## config.mk

```make
export PLATFORM = sky130hd
export DESIGN_NAME = mp_add_seq
export DESIGN_NICKNAME = d
export VERILOG_FILES = /design/src/rtl/mp_add_seq_pkg.sv /design/src/rtl/mp_add_seq_adder.sv /design/src/rtl/mp_add_seq.sv
export SDC_FILE = /design/constraint.sdc
export NUM_CORES = 1
export LEC_CHECK = 0
export BUFFER_PORTS_ARGS = -buffer_cell sky130_fd_sc_hd__buf_2
export CAP_MARGIN = 20
export CORE_UTILIZATION = 50
export CTS_CLUSTER_DIAMETER = 150
export DETAILED_ROUTE_END_ITERATION = 12
export GPL_TIMING_DRIVEN = 0
export PLACE_DENSITY_LB_ADDON = 0.08
export SLEW_MARGIN = 20
export SYNTH_ARGS = -nofsm -noshare
export SYNTH_HDL_FRONTEND = slang
export SYNTH_HIERARCHICAL = 1
export SYNTH_SLANG_ARGS = --single-unit
```

## constraint.sdc

```tcl
create_clock -name clk -period 3.1 [get_ports clk]
set_clock_uncertainty 0.2 [all_clocks]
set_input_delay 0.31 -clock clk [delete_from_list [all_inputs] [get_ports clk]]
set_output_delay 0.31 -clock clk [all_outputs]
set_load 0.05 [all_outputs]
```

## src/rtl/mp_add_seq_pkg.sv

```systemverilog
// Shared constants for the multi-precision add/subtract sequencer.
// Word width, FSM state encodings and opcode values.
package mp_add_seq_pkg;

  localparam int W = 16;

  typedef logic [1:0] state_t;

  localparam state_t ST_IDLE = 2'd0;
  localparam state_t ST_RUN  = 2'd1;
  localparam state_t ST_DONE = 2'd2;

  localparam logic OP_ADD = 1'b0;
  localparam logic OP_SUB = 1'b1;

endpackage

```

## src/rtl/mp_add_seq_adder.sv

```systemverilog
// 16-bit recursive-doubling (Kogge-Stone) adder core.
// Ports: x, y, cin in; sum, ca (carry out) out.
module mp_add_seq_adder
  import mp_add_seq_pkg::*;
(
  input  logic [W-1:0] x,
  input  logic [W-1:0] y,
  input  logic         cin,
  output logic [W-1:0] sum,
  output logic         ca
);

  logic [W-1:0] p;
  logic [W-1:0] g0, p0;
  logic [W-1:0] g1, p1;
  logic [W-1:0] g2, p2;
  logic [W-1:0] g3, p3;
  logic [W-1:0] g4;
  logic [W:0]   c;

  assign p = x ^ y;

  // cin is folded into bit 0's generate so each final
  // group generate is directly the carry out of that bit.
  always_comb begin
    g0    = x & y;
    g0[0] = (x[0] & y[0]) | (p[0] & cin);
    p0    = p;
  end

  assign g1 = g0 | (p0 & (g0 << 1));
  assign p1 = p0 & (p0 << 1);
  assign g2 = g1 | (p1 & (g1 << 2));
  assign p2 = p1 & (p1 << 2);
  assign g3 = g2 | (p2 & (g2 << 4));
  assign p3 = p2 & (p2 << 4);
  assign g4 = g3 | (p3 & (g3 << 8));

  assign c   = {g4, cin};
  assign sum = p ^ c[W-1:0];
  assign ca  = c[W];

endmodule

```

## src/rtl/mp_add_seq.sv

```systemverilog
// Multi-precision add/subtract sequencer: one word per cycle, LSW first.
// Ports: start_valid/ready + op_a/op_b/sub in, res_valid/ready + result/flags out, busy.
module mp_add_seq
  import mp_add_seq_pkg::*;
#(
  parameter int WORDS = 4
) (
  input  logic                 clk,
  input  logic                 rst,
  input  logic                 start_valid,
  output logic                 start_ready,
  input  logic [W*WORDS-1:0]   op_a,
  input  logic [W*WORDS-1:0]   op_b,
  input  logic                 sub,
  output logic                 res_valid,
  input  logic                 res_ready,
  output logic [W*WORDS-1:0]   result,
  output logic                 carry_out,
  output logic                 ovf,
  output logic                 zero,
  output logic                 busy
);

  localparam int N  = W * WORDS;
  localparam int CW = $clog2(WORDS);
  localparam logic [CW-1:0] LAST = CW'(WORDS - 1);

  if (WORDS < 2 || WORDS > 16) begin : g_bad_words
    $error("mp_add_seq: WORDS must be 2..16");
  end

  state_t        state_q, state_d;
  logic [N-1:0]  a_q, a_d;
  logic [N-1:0]  b_q, b_d;
  logic [N-1:0]  acc_q, acc_d;
  logic [N-1:0]  res_q, res_d;
  logic [CW-1:0] cnt_q, cnt_d;
  logic          c_q, c_d;
  logic          cout_q, cout_d;
  logic          ovf_q, ovf_d;
  logic          zero_q, zero_d;
  logic          rv_q, rv_d;

  logic [W-1:0]  sum;
  logic          ca;
  logic [N-1:0]  acc_nx;

  mp_add_seq_adder u_add (
    .x   (a_q[W-1:0]),
    .y   (b_q[W-1:0]),
    .cin (c_q),
    .sum (sum),
    .ca  (ca)
  );

  assign acc_nx = {sum, acc_q[N-1:W]};

  always_comb begin
    state_d = state_q;
    a_d     = a_q;
    b_d     = b_q;
    acc_d   = acc_q;
    res_d   = res_q;
    cnt_d   = cnt_q;
    c_d     = c_q;
    cout_d  = cout_q;
    ovf_d   = ovf_q;
    zero_d  = zero_q;
    rv_d    = rv_q;
    unique case (1'b1)
      (state_q == ST_IDLE): begin
        if (start_valid) begin
          a_d     = op_a;
          b_d     = (sub == OP_SUB) ? ~op_b : op_b;
          c_d     = sub;
          cnt_d   = '0;
          state_d = ST_RUN;
        end
      end
      (state_q == ST_RUN): begin
        acc_d = acc_nx;
        a_d   = {{W{1'b0}}, a_q[N-1:W]};
        b_d   = {{W{1'b0}}, b_q[N-1:W]};
        c_d   = ca;
        cnt_d = cnt_q + CW'(1);
        if (cnt_q == LAST) begin
          // Separate output register keeps the previous
          // result visible while the next one accumulates.
          res_d   = acc_nx;
          cout_d  = ca;
          ovf_d   = (a_q[W-1] == b_q[W-1]) &
                    (sum[W-1] != a_q[W-1]);
          zero_d  = (acc_nx == '0);
          rv_d    = 1'b1;
          cnt_d   = '0;
          state_d = ST_DONE;
        end
      end
      (state_q == ST_DONE): begin
        if (res_ready) begin
          rv_d    = 1'b0;
          state_d = ST_IDLE;
        end
      end
      default: begin
        state_d = ST_IDLE;
      end
    endcase
  end

  always_ff @(posedge clk) begin
    if (rst) begin
      state_q <= ST_IDLE;
      a_q     <= '0;
      b_q     <= '0;
      acc_q   <= '0;
      res_q   <= '0;
      cnt_q   <= '0;
      c_q     <= 1'b0;
      cout_q  <= 1'b0;
      ovf_q   <= 1'b0;
      zero_q  <= 1'b0;
      rv_q    <= 1'b0;
    end else begin
      state_q <= state_d;
      a_q     <= a_d;
      b_q     <= b_d;
      acc_q   <= acc_d;
      res_q   <= res_d;
      cnt_q   <= cnt_d;
      c_q     <= c_d;
      cout_q  <= cout_d;
      ovf_q   <= ovf_d;
      zero_q  <= zero_d;
      rv_q    <= rv_d;
    end
  end

  assign start_ready = (state_q == ST_IDLE);
  assign busy        = (state_q != ST_IDLE);
  assign res_valid   = rv_q;
  assign result      = res_q;
  assign carry_out   = cout_q;
  assign ovf         = ovf_q;
  assign zero        = zero_q;

endmodule

```

Word level (Yosys, flattened, before mapping)
Cells that the tools add are included.
- register bits: 265
- input bits: 133
- logic and storage cells: 65
- $add $sub $neg: 1
- equality and inequality tests: 8
- multiplexer cells: 17
- bitwise operators: 19
- reduce and logical (&&, ||, !) cells: 9
- operators with widths (kind ; count):
    64-bit case mux with 2 select lines ; 2
    64-bit two-way mux ; 3
    16-bit AND ; 8
    64-bit logical NOT ; 1
    64-bit NOT ; 1
    16-bit bitwise OR ; 4
    16-bit XOR ; 2
    2-bit two-way mux ; 5
    2-bit case mux with 3 select lines ; 1
    3-bit AND reduction ; 2
    2-bit nonzero test ; 3
    2-bit equality test, second input constant ; 2
    2-bit != test, second input constant ; 2
    1-bit case mux with 2 select lines ; 2
    2-bit case mux with 2 select lines ; 1
    2-bit AND reduction ; 2
    1-bit AND ; 3
    1-bit two-way mux ; 3
    2-bit by 1-bit adder with 2-bit output, second input constant ; 1
    2-bit by 1-bit equality test with 1-bit output, second input constant ; 1
    2-bit logical NOT ; 1
    2-bit by 1-bit != test with 1-bit output, second input constant ; 1
    1-bit equality test ; 1
    1-bit != test ; 1
    1-bit bitwise OR ; 1

Logic depth before layout (Yosys ltp)
Gate-level depths: netlist (run 1).
- depth after elaboration: 14
- mapped depth: 12
- depth with buffers taken out: 12

Hierarchy
Netlist (run 1), hierarchy kept.
- by module, submodules not included (module ; instances ; cells an instance ; area an instance (um^2) ; seq. area each (um^2)):
    mp_add_seq ; 1 ; 1277 ; 10227.3 ; 4984.8
    mp_add_seq_adder ; 1 ; 107 ; 788.3 ; 0.0

Least setup slack after synthesis (run 1)
OpenSTA, ideal clock, no wires.
- path kind: reg2reg
- start: register b_q[0]
- end: register zero_q (netlist: zero)
- library setup time: 0.069 ns
- arrival: 2.768 ns
- slack: 0.063 ns
- stages on the path, launching flop included: 13
- path buffers: 0
- cells stage by stage: dfxtp_1 -> fa_1 -> inv_1 -> fa_1 -> nor2b_4 -> o211ai_2 -> a311oi_1 -> o41ai_1 -> xnor2_1 -> nor4_1 -> nand2_1 -> or4_1 -> o21ai_1
- elaborated cells between the ends (all ways): 17
- those cells by class: bitwise: 16; reduce/logical: 1
- RTL lines (element ; line ; RTL):
    start: declaration ; mp_add_seq.sv:34 ; logic [N-1:0] b_q, b_d;
    start signal: assignment ; mp_add_seq.sv:115 ; b_q <= '0;
    start signal: assignment ; mp_add_seq.sv:127 ; b_q <= b_d;
    16-bit XOR ; mp_add_seq_adder.sv:21 ; assign p = x ^ y;
    1-bit AND ; mp_add_seq_adder.sv:27 ; g0[0] = (x[0] & y[0]) | (p[0] & cin);
    1-bit bitwise OR ; mp_add_seq_adder.sv:27 ;
    16-bit AND ; mp_add_seq_adder.sv:31 ; assign g1 = g0 | (p0 & (g0 << 1));
    16-bit bitwise OR ; mp_add_seq_adder.sv:31 ;
    16-bit bitwise OR ; mp_add_seq_adder.sv:33 ; assign g2 = g1 | (p1 & (g1 << 2));
    16-bit bitwise OR (*) ; mp_add_seq_adder.sv:35 ; assign g3 = g2 | (p2 & (g2 << 4));
    16-bit AND (*) ; mp_add_seq_adder.sv:37 ; assign g4 = g3 | (p3 & (g3 << 8));
    16-bit bitwise OR (*) ; mp_add_seq_adder.sv:37 ;
    16-bit XOR (*) ; mp_add_seq_adder.sv:40 ; assign sum = p ^ c[W-1:0];
    via sum[10] ; mp_add_seq.sv:44 ; logic [W-1:0] sum;
    64-bit logical NOT (*) ; mp_add_seq.sv:93 ; zero_d = (acc_nx == '0);
    end signal: assignment ; mp_add_seq.sv:134 ; zero_q <= zero_d;
    end: declaration ; mp_add_seq.sv:41 ; logic zero_q, zero_d;
Mark *: on every way through the listed nets, which the timed path passes. The rest lies on a longest branch.
A chain may end at the register's enable or synchronous reset.

Final worst setup path (run 1)
- start: register c_q
- end: register zero_q (netlist: zero)
- word-level cells in the longest chain between the ends: 11
- elaborated cells between the ends (all ways): 12
- those cells by class: bitwise: 11; reduce/logical: 1
- RTL lines (element ; line ; RTL):
    start: declaration ; mp_add_seq.sv:38 ; logic c_q, c_d;
    start signal: assignment ; mp_add_seq.sv:119 ; c_q <= 1'b0;
    start signal: assignment ; mp_add_seq.sv:131 ; c_q <= c_d;
    1-bit AND ; mp_add_seq_adder.sv:27 ;
    1-bit bitwise OR ; mp_add_seq_adder.sv:27 ;
    16-bit AND ; mp_add_seq_adder.sv:31 ;
    16-bit bitwise OR ; mp_add_seq_adder.sv:31 ;
    16-bit AND ; mp_add_seq_adder.sv:33 ;
    16-bit bitwise OR ; mp_add_seq_adder.sv:33 ;
    16-bit AND ; mp_add_seq_adder.sv:35 ;
    16-bit bitwise OR ; mp_add_seq_adder.sv:35 ;
    16-bit bitwise OR ; mp_add_seq_adder.sv:37 ;
    16-bit XOR ; mp_add_seq_adder.sv:40 ;
    via sum[8] ; mp_add_seq.sv:44 ;
    64-bit logical NOT ; mp_add_seq.sv:93 ;
The timed path passes the listed nets, and every way through them passes these cells.

==> run metrics, run 1 <==
status=finished with violations; failing checks=setup timing; # clock sinks=~250; largest net degree at the start of global routing=14; post-synth top area cell=dfxtp_1; fraction of layout cells with a size suffix above 1=0.195; Final Hold Viols=0; Netlist cell types=43; total global-route track usage=0.281; commonest non-fill, non-tap cell in the layout=nor2_1; Residual DRC=0; most frequent cells in the layout=nor2_1, dfxtp_1, nand2_1; dominant cells by area after synthesis=dfxtp_1, nor2_1, nand2_1, a21oi_1, xor2_1; CP max-delay cell=or4_1; Reg2Reg Depth=13; Mapped Avg Cell Area=7.96 um^2; WS Path Type=flop to flop; number of synthesized flops with an enable pin=0; Post-Syn Nets=around 1500; CP Launch Point=c_q$_SDFFE_PP0P_; worst path arrival time=3380 ps; Worst Setup Start Kind=flop; die height=150 um; Setup WS pre-CTS=-429 ps; first-pass GRT wire length=50500 um; FP Rows=53; initial antenna violation count=0; Hold Crit Endpoint=a_q[39]$_SDFFE_PP0P_; core region area=21300 um^2; initial core utilization=0.517; Root Driver=clkbuf_16; Setup crit end kind=flop; vias in the first global route=about 10000; met1 GRT Util=0.364; Die Wd=150 um; min-delay worst type=primary input to flop; period utilization=1.00; f_max=0.322 GHz; grt peak-use layer=met2; Worst Tran Pin Value=roughly 630 ps; reg2reg end=zero$_SDFFE_PP0P_; htree depth=1; top-area cell type share of the netlist area=0.453; Slew Viols, Final=0; R2R Setup Slk=-6 ps; HP Start=op_a[39]; # setup viols final=1; P_leak=5.82 nW; Ys Warns=6; crit-path most repeated cell=fa_2; power density of the placed cells=574 nW/um^2; total gr overflow=0; vias per std cell=between 5 and 6; RSZ-0062 raised after global routing=yes; buffers added on ports=199; synthesis-to-finish area growth=24.6%; Yosys reg bits=249; Tot Pwr=0.00788 W; Layout fillers=1956; FFs w/ async S/R, synth=0; min Tclk post-route=~3100 ps; Die ar.=22600 um^2; MaxCap Viol Count=0; Data required, critical path=3370 ps; Placement Cell Area=12400 um^2; Worst-Skew Late Latency=between 500 and 600 ps; vias=approximately 10000; sequential area share after synthesis=0.453; Worst R2R Start=c_q$_SDFFE_PP0P_; Placer Congestion=0.873; Inserted Diodes=0; grt met3 use=0.0333; crit path cell chain=fa_2 -> inv_2 -> fa_2 -> nor2b_4 -> o211ai_4 -> a311oi_2 -> buf_4 -> nor2_2 -> xnor2_2 -> nor4_2 -> nand2_1 -> or4_1 -> o21ai_1; DR iter-0 viols=779; I/O pins=203; hpwl dp=23400 um; max incr delay on CP=410 ps; Cells after Synth=~1400; total wire length=between 30000 and 40000 um; grt met2 use=0.479; CTS Buf Count=27; design area=13700 um^2; Final WS setup=-6.13 ps; Top FF cell, synth=dfxtp_1; CTS tree=built; worst-path fanout max=3; nets@finish=1805; Routed Antenna Nets=0; total area of sequential cells=between 4000 and 5000 um^2; CTS Buffer Depth=3; hold depth=5; drt first pass iters=8; DR WL/cell=16.0 um; multi-input combinational cell area=roughly 5500 um^2; synthesized area=11000 um^2; IR drop worst, VDD=between 0.4 and 0.5 mV; Reg clk slew, reported paths=60 ps; Slew headroom=0.581
## layer usage
metal	vias to the layer above	wire (um)	share of wire
li1	5258	-	-
met1	4839	13600	0.44
met2	310	15000	0.48
met3	62	1510	0.048
met4	2	1010	0.032
met5	-	61	0.0020
## sequential cells by signal, summed over array words and instances (netlist names), 2 cells and up
register	flops
a_q	64
result	64
b_q	64
acc_q	48
cnt_q	2
state_q	2
## per-stage QoR
stage               hold slack [ps]  setup TNS (ps)  utilization  std cells
finish                         8.13           -6.13        0.645       1949
global placement                240            -551        0.580       1858
CTS                            2.59           -68.2        0.643       1947
floorplan                       245               0            -       1384
global route                   24.3            -113        0.645       1949
detailed placement              243            -587        0.580       1858
## logic make-up (layout without fill, tap and decap cells)
kind of cell | after synthesis | in the layout | synth area share
flops | 249 | 249 | 0.453
fa+ha+maj | 18 | 18 | 0.0218
buf+inv | 125 | 415 | 0.0572
simple gates | 623 | 623 | 0.238
xor+xnor | 77 | 77 | 0.0612
compound gates | 292 | 292 | 0.169
## critical path, delay by kind of cell (launching register included)
family          cells  cell delay (ps)
fa+ha+maj           2              590
xor+xnor            1              150
buf+inv             2              220
simple gates        5              890
compound gates      3              640
flops               1              370
## synthesized netlist by cell type, types with 5 or more instances
cell type / instances
buf_6: 14
xnor2_1: 8
buf_2: 36
inv_1: 9
ha_1: 16
nand2_1: 239
a21oi_1: 179
nand4_1: 6
nor2b_1: 49
a22oi_1: 33
clkbuf_1: 58
buf_1: 5
nor4_1: 15
dfxtp_1: 249
xor2_1: 69
a222oi_1: 48
o21ai_0: 9
nor2_1: 249
nor3_1: 53
## worst max path at each step
stage	depth (start not counted)	to
CTS	13	zero$_SDFFE_PP0P_
floorplan	12	zero$_SDFFE_PP0P_
global route	13	zero$_SDFFE_PP0P_
global placement	12	zero$_SDFFE_PP0P_
finish	13	zero$_SDFFE_PP0P_
detailed placement	12	zero$_SDFFE_PP0P_
## where the power goes
| part | internal (W) | switching, W | total (W) | leakage, nW |
|---|---|---|---|---|
| clock | 0.00193 | 0.00128 | 0.00321 | 0.452 |
| combinational | 0.000485 | 0.000691 | 0.00118 | 3.33 |
| sequential | 0.00337 | 0.000130 | 0.00350 | 2.03 |
## cell type report
type | count | share of cell area
multi-input cells | 1010 | 0.398
repair buffers | 241 | 0.102
plain buffers | 116 | 0.0435
flip-flops and latches | 249 | 0.364
clock buffers | 38 | 0.0573
well taps | 275 | 0.0251
inverters | 9 | 0.00246
clock inverters | 11 | 0.00793
## what timing repair did
action,in CTS,in global routing
pin swaps,12,8
endpoints found under the setup margin,2,1
gates resized for setup,14,5
gates cloned,0,0
hold endpoints to repair,36,0
hold buffers,35,0
buffers inserted,5,2
(Power assumes the default switching activity.)
==> run 2: changes to the inputs <==
--- a/config.mk
+++ b/config.mk
@@ -8,4 +8,5 @@
 export BUFFER_PORTS_ARGS = -buffer_cell sky130_fd_sc_hd__buf_2
 export CAP_MARGIN = 20
+export CORE_MARGIN = 1.5
 export CORE_UTILIZATION = 50
 export CTS_CLUSTER_DIAMETER = 150
==> constraint.sdc (replaced) <==
create_clock -name clk -period 3.1 [get_ports clk]
set_clock_uncertainty 0.2 [all_clocks]
set_input_delay 0.465 -clock clk [delete_from_list [all_inputs] [get_ports clk]]
set_output_delay 0.465 -clock clk [all_outputs]
set_load 0.05 [all_outputs]
==> run 2 against run 1 <==
Net effect:
- the run still ends with setup timing left
- final cell count decreased by 1.1%
- clock-buffer cell count decreased by 2
- sequential share of layout area increased by 0.46 points
- first-iteration DRC count increased by 22%
- hold slack improved by 64 ps
- core utilization decreased by 2.0 points
- clock power decreased by 3%
- worst setup slack got worse by 33 ps
- non-clock buffer count decreased by 20
- power decreased by 1.3%
==> run metrics, run 2 (synthesis gave the netlist of run 1 again) <==
status=finished with violations; failing checks=setup timing; initial antenna violation count=0; P_leak=roughly 5.7 nW; min-delay worst type=primary input to flop; power density of the placed cells=around 570 nW/um^2; vias per std cell=5.39; die height=around 150 um; Setup crit end kind=flop; htree depth=1; DR iter-0 viols=947; crit path cell chain=fa_2 -> inv_2 -> fa_2 -> nor2b_4 -> o211ai_4 -> buf_6 -> a31oi_4 -> a21oi_2 -> xnor2_2 -> nor4_2 -> nand2_1 -> or4_1 -> o21ai_1; f_max=about 0.32 GHz; Crit path depth=13; Residual DRC=0; drt first pass iters=6; core region area=~22000 um^2; Worst Tran Pin Value=782 ps; Reg clk slew, reported paths=60 ps; CTS tree=built; Die ar.=between 20000 and 25000 um^2; CTS Buf Count=26; worst path arrival time=3410 ps; Layout fillers=2065; FP Rows=54; I/O pins=203; buffers added on ports=about 200; IR drop worst, VDD=0.392 mV; initial core utilization=0.508; Crit path max-delay family=simple AND/OR/NAND/NOR gates; commonest non-fill, non-tap cell in the layout=nor2_1; DR WL/cell=16.3 um; fraction of layout cells with a size suffix above 1=0.197; worst-path fanout max=3; design area=13500 um^2; Placer Congestion=between 0.9 and 1; period utilization=1.01; Routed Antenna Nets=0; setup TNS=-38.9 ps; Slew Viols, Final=0; min Tclk post-route=3140 ps; # setup viols final=1; synthesis-to-finish area growth=23.0%; CTS Buffer Depth=3; Placement Cell Area=12400 um^2; Inserted Diodes=0; Die Wd=151 um; Data required, critical path=3370 ps; RSZ-0062 raised after global routing=yes; Tot Pwr=0.00778 W; Setup WS pre-CTS=-455 ps; max incr delay on CP=400 ps; WS Path Type=flop to flop; grt met2 use=0.461; CP max-delay cell=or4_1; Slew headroom=0.479; Buf/Inv on CP=2; most frequent cells in the layout=nor2_1, dfxtp_1, nand2_1; hpwl dp=23700 um; total wire length=~31000 um; met1 GRT Util=0.357; MaxCap Viol Count=0; Root Driver=clkbuf_16; vias=10400; total gr overflow=0; hold depth=4; total global-route track usage=0.271; vias in the first global route=9431; Worst Setup Start Kind=flop; nets@finish=1784; Reg2Reg Depth=13; grt peak-use layer=met2; grt met3 use=0.0286; largest net degree at the start of global routing=14; Final Hold Viols=0; first-pass GRT wire length=about 49000 um; Worst-Skew Late Latency=540 ps; Hold WS=71.9 ps; Final WS setup=-38.9 ps; # clock sinks=249; crit-path most repeated cell=fa_2
-- run 2: path summary, 6_finish.rpt --
| kind | startpoint | to | slack, ps |
|---|---|---|---|
| worst max register to register | c_q$_SDFFE_PP0P_ | zero$_SDFFE_PP0P_ | -40 |
| worst min register to register | result[26]$_SDFFE_PP0P_ | result[26]$_SDFFE_PP0P_ | 250 |
| worst min-delay path | res_ready | state_q[1]$_SDFFE_PP0P_ | 70 |
| worst max-delay path | c_q$_SDFFE_PP0P_ | zero$_SDFFE_PP0P_ | -40 |
-- run 2: stage by stage --
step	std cells	utilization
after floorplan	1384	-
after global placement	1863	0.570
after detailed placement	1863	0.570
after CTS	1927	0.622
after global routing	1928	0.625
final	1928	0.625
-- run 2: layer usage --
metal  vias up  wire (um)
li1       5201          -
met1      4785      13800
met2       342      14900
met3        64       1720
met4         0        963
met5         -          0
-- run 2: layout make-up --
class	count	area [um^2]	share of cell area
clock inverter	7	87.6	0.00647
timing repair buffer	221	1200	0.0890
clock buffer	36	749	0.0553
tap	280	350	0.0259
multi-input combinational	1010	5530	0.409
sequential	249	4990	0.368
inverter	9	33.8	0.00249
buffer	116	598	0.0442
-- run 2: power breakdown --
group / internal, W / leakage [nW] / switching, W
clock network: 0.00184 / 0.411 / 0.00127
registers: 0.00336 / 2.03 / 0.000128
logic: 0.000476 / 3.27 / 0.000703
total: 0.00568 / 5.71 / 0.00210
-- run 2: worst register-to-register path: stages (launching register included) --
cell	delay [ps]
dfxtp_2	370
fa_2	260
inv_2	50
fa_2	380
nor2b_4	150
o211ai_4	120
buf_6	140
a31oi_4	180
a21oi_2	110
xnor2_2	170
nor4_2	270
nand2_1	130
or4_1	400
o21ai_1	150
-- run 2: timing repair --
item,4_1_cts,5_1_grt
endpoints found under the hold margin,16,0
gates cloned,0,0
resized for setup,21,8
pin swaps,12,5
hold buffers,16,0
buffers inserted,5,1
setup endpoints to repair,2,2
==> run 3: changes to the inputs <==
--- a/config.mk
+++ b/config.mk
@@ -8,4 +8,5 @@
 export BUFFER_PORTS_ARGS = -buffer_cell sky130_fd_sc_hd__buf_2
 export CAP_MARGIN = 20
+export CORE_ASPECT_RATIO = 1.2
 export CORE_MARGIN = 1.5
 export CORE_UTILIZATION = 50
@@ -13,5 +14,5 @@
 export DETAILED_ROUTE_END_ITERATION = 12
 export GPL_TIMING_DRIVEN = 0
-export PLACE_DENSITY_LB_ADDON = 0.08
+export PLACE_DENSITY = 0.83
 export SLEW_MARGIN = 20
 export SYNTH_ARGS = -nofsm -noshare
==> constraint.sdc (replaced) <==
create_clock -name clk -period 3.1 [get_ports clk]
set_clock_uncertainty 0.2 [all_clocks]
set_input_delay 0.465 -clock clk [delete_from_list [all_inputs] [get_ports clk]]
set_output_delay 0.465 -clock clk [all_outputs]
set_load 0.1 [all_outputs]
==> run 3 against run 2 <==
Net effect:
- the run now ends clean
- power rose by 0.27%
- die area about the same
- non-clock buffer count down 5
- critical path type unchanged
- largest power group unchanged
==> run metrics, run 3 (synthesis gave the netlist of run 1 again) <==
status=finished, final reports clean; Die Wd=138 um; HP Start=op_a[63]; CTS tree=built; RSZ-0062 raised after global routing=yes; min Tclk post-route=3080 ps; vias per std cell=5.51; Placement Cell Area=12400 um^2; total gr overflow=0; Setup crit end kind=flop; Placer Congestion=0.909; # setup viols final=0; period utilization=0.993; Sw Share=0.272; MaxCap Viol Count=0; total wire length=31600 um; Residual DRC=0; reg2reg end=zero$_SDFFE_PP0P_; multi-input combinational cell area=between 5000 and 6000 um^2; Final Hold Viols=0; htree depth=1; Slew headroom=0.521; IR drop worst, VDD=0.510 mV; vias=10600; CTS Buffer Depth=3; worst path arrival time=3330 ps; f_max=0.325 GHz; buffers added on ports=199; Reg power frac=0.448; setup TNS=0 ps; Reg2Reg Depth=10; initial core utilization=0.509; hpwl dp=23800 um; core region area=21600 um^2; Worst Setup Start Kind=flop; Layout fillers=1869; I/O pins=203; nets@finish=1778; DR WL/cell=16.5 um; total global-route track usage=0.266; FP Rows=59; Hold Crit Endpoint=a_q[63]$_SDFFE_PP0P_; commonest non-fill, non-tap cell in the layout=nor2_1; Setup WS pre-CTS=-308 ps; combinational power share=0.152; R2R Setup Slk=20 ps; largest net degree at the start of global routing=15; first-pass GRT wire length=49700 um; total area of sequential cells=around 5000 um^2; Worst Tran Pin Value=slightly above 700 ps; die height=166 um; most frequent cells in the layout=nor2_1, dfxtp_1, nand2_1; Routed Antenna Nets=0; CTS Buf Count=25; synthesis-to-finish area growth=22.4%; clock power share=0.400; Root Driver=clkbuf_16; Reg clk slew, reported paths=60 ps; DR iter-0 viols=747; Die ar.=22900 um^2; Inserted Diodes=0; vias in the first global route=10100; P_sw=0.00212 W; Worst R2R Start=a_q[4]$_SDFFE_PP0P_; hold depth=3; Internal Power=0.00567 W; Data required, critical path=3360 ps; power density of the placed cells=579 nW/um^2; initial antenna violation count=0; WS Path Type=flop to flop; worst-path fanout max=5; Slew Viols, Final=0; Worst-Skew Late Latency=530 ps; min-delay worst type=primary input to flop; # clock sinks=around 250; P_leak=~5.7 nW; Final WS setup=between 20 and 25 ps; fraction of layout cells with a size suffix above 1=0.195; design area=13500 um^2; drt first pass iters=5
==> run 3: cell types whose count changed in the layout (fill, tap and decap cells not counted), moves of 2 or more <==
cell,delta
nor4_2,-2
clkbuf_8,+4
buf_4,-2
clkbuf_16,-2
inv_6,+2
nor4_1,+2
==> run 3: power by group through the flow <==
stage	clock network [W]	logic (W)	registers (W)
CTS	0.00313	0.00116	0.00349
detailed placement	0	0.00111	0.00356
finish	0.00312	0.00118	0.00349
floorplan	0	0.000789	0.00351
global placement	0	0.00109	0.00355
global route	0.00327	0.00129	0.00351
==> run 3: layout make-up <==
type | instances | area share
inverters | 9 | 0.00251
clock buffers | 37 | 0.0557
multi-input cells | 1010 | 0.408
well taps | 274 | 0.0254
plain buffers | 115 | 0.0440
repair buffers | 217 | 0.0867
clock inverters | 8 | 0.00743
flip-flops and latches | 249 | 0.370
==> run 3: metrics by stage <==
step	power (W)	utilization	cells	hold WS, ps
global route	0.00807	0.623	1919	14.0
CTS	0.00778	0.622	1919	10.9
floorplan	0.00430	-	1384	245
global placement	0.00464	0.571	1857	240
finish	0.00780	0.623	1919	26.5
detailed placement	0.00467	0.571	1857	243
==> run 3: per-layer routing <==
layer | track usage | routed length [um] | part of all wire
met5 | 0 | 0 | 0
met1 | 0.311 | 12600 | 0.40
met4 | 0.101 | 1060 | 0.034
met3 | 0.0303 | 1860 | 0.059
met2 | 0.499 | 16000 | 0.51
==> run 3: what timing repair did <==
item / CTS / global route
setup endpoints to repair: 2 / 1
hold buffers: 15 / 0
pin swaps: 12 / 3
hold endpoints to repair: 15 / 0
setup buffers: 3 / 0
resized for setup: 15 / 6
==> run 3: worst max-delay path by stage <==
stage / from / to / slack, ps / depth (start not counted)
CTS: a_q[3]$_SDFFE_PP0P_ / zero$_SDFFE_PP0P_ / 2 / 10
global placement: c_q$_SDFFE_PP0P_ / zero$_SDFFE_PP0P_ / -240 / 12
detailed placement: c_q$_SDFFE_PP0P_ / zero$_SDFFE_PP0P_ / -310 / 12
global route: b_q[0]$_SDFFE_PP0P_ / zero$_SDFFE_PP0P_ / -110 / 12
finish: a_q[4]$_SDFFE_PP0P_ / zero$_SDFFE_PP0P_ / 20 / 10
floorplan: b_q[0]$_SDFFE_PP0P_ / zero$_SDFFE_PP0P_ / 60 / 12
==> run 3: worst max-delay path, stage by stage, from the launching register on <==
cell and delay (ps):
dfxtp_1 370, ha_2 340, a21oi_2 310, o21ai_2 140, a31oi_4 290, o31ai_4 110, xor2_2 200, nor4_1 230
nand4_1 190, or4_1 490, o21ai_1 140
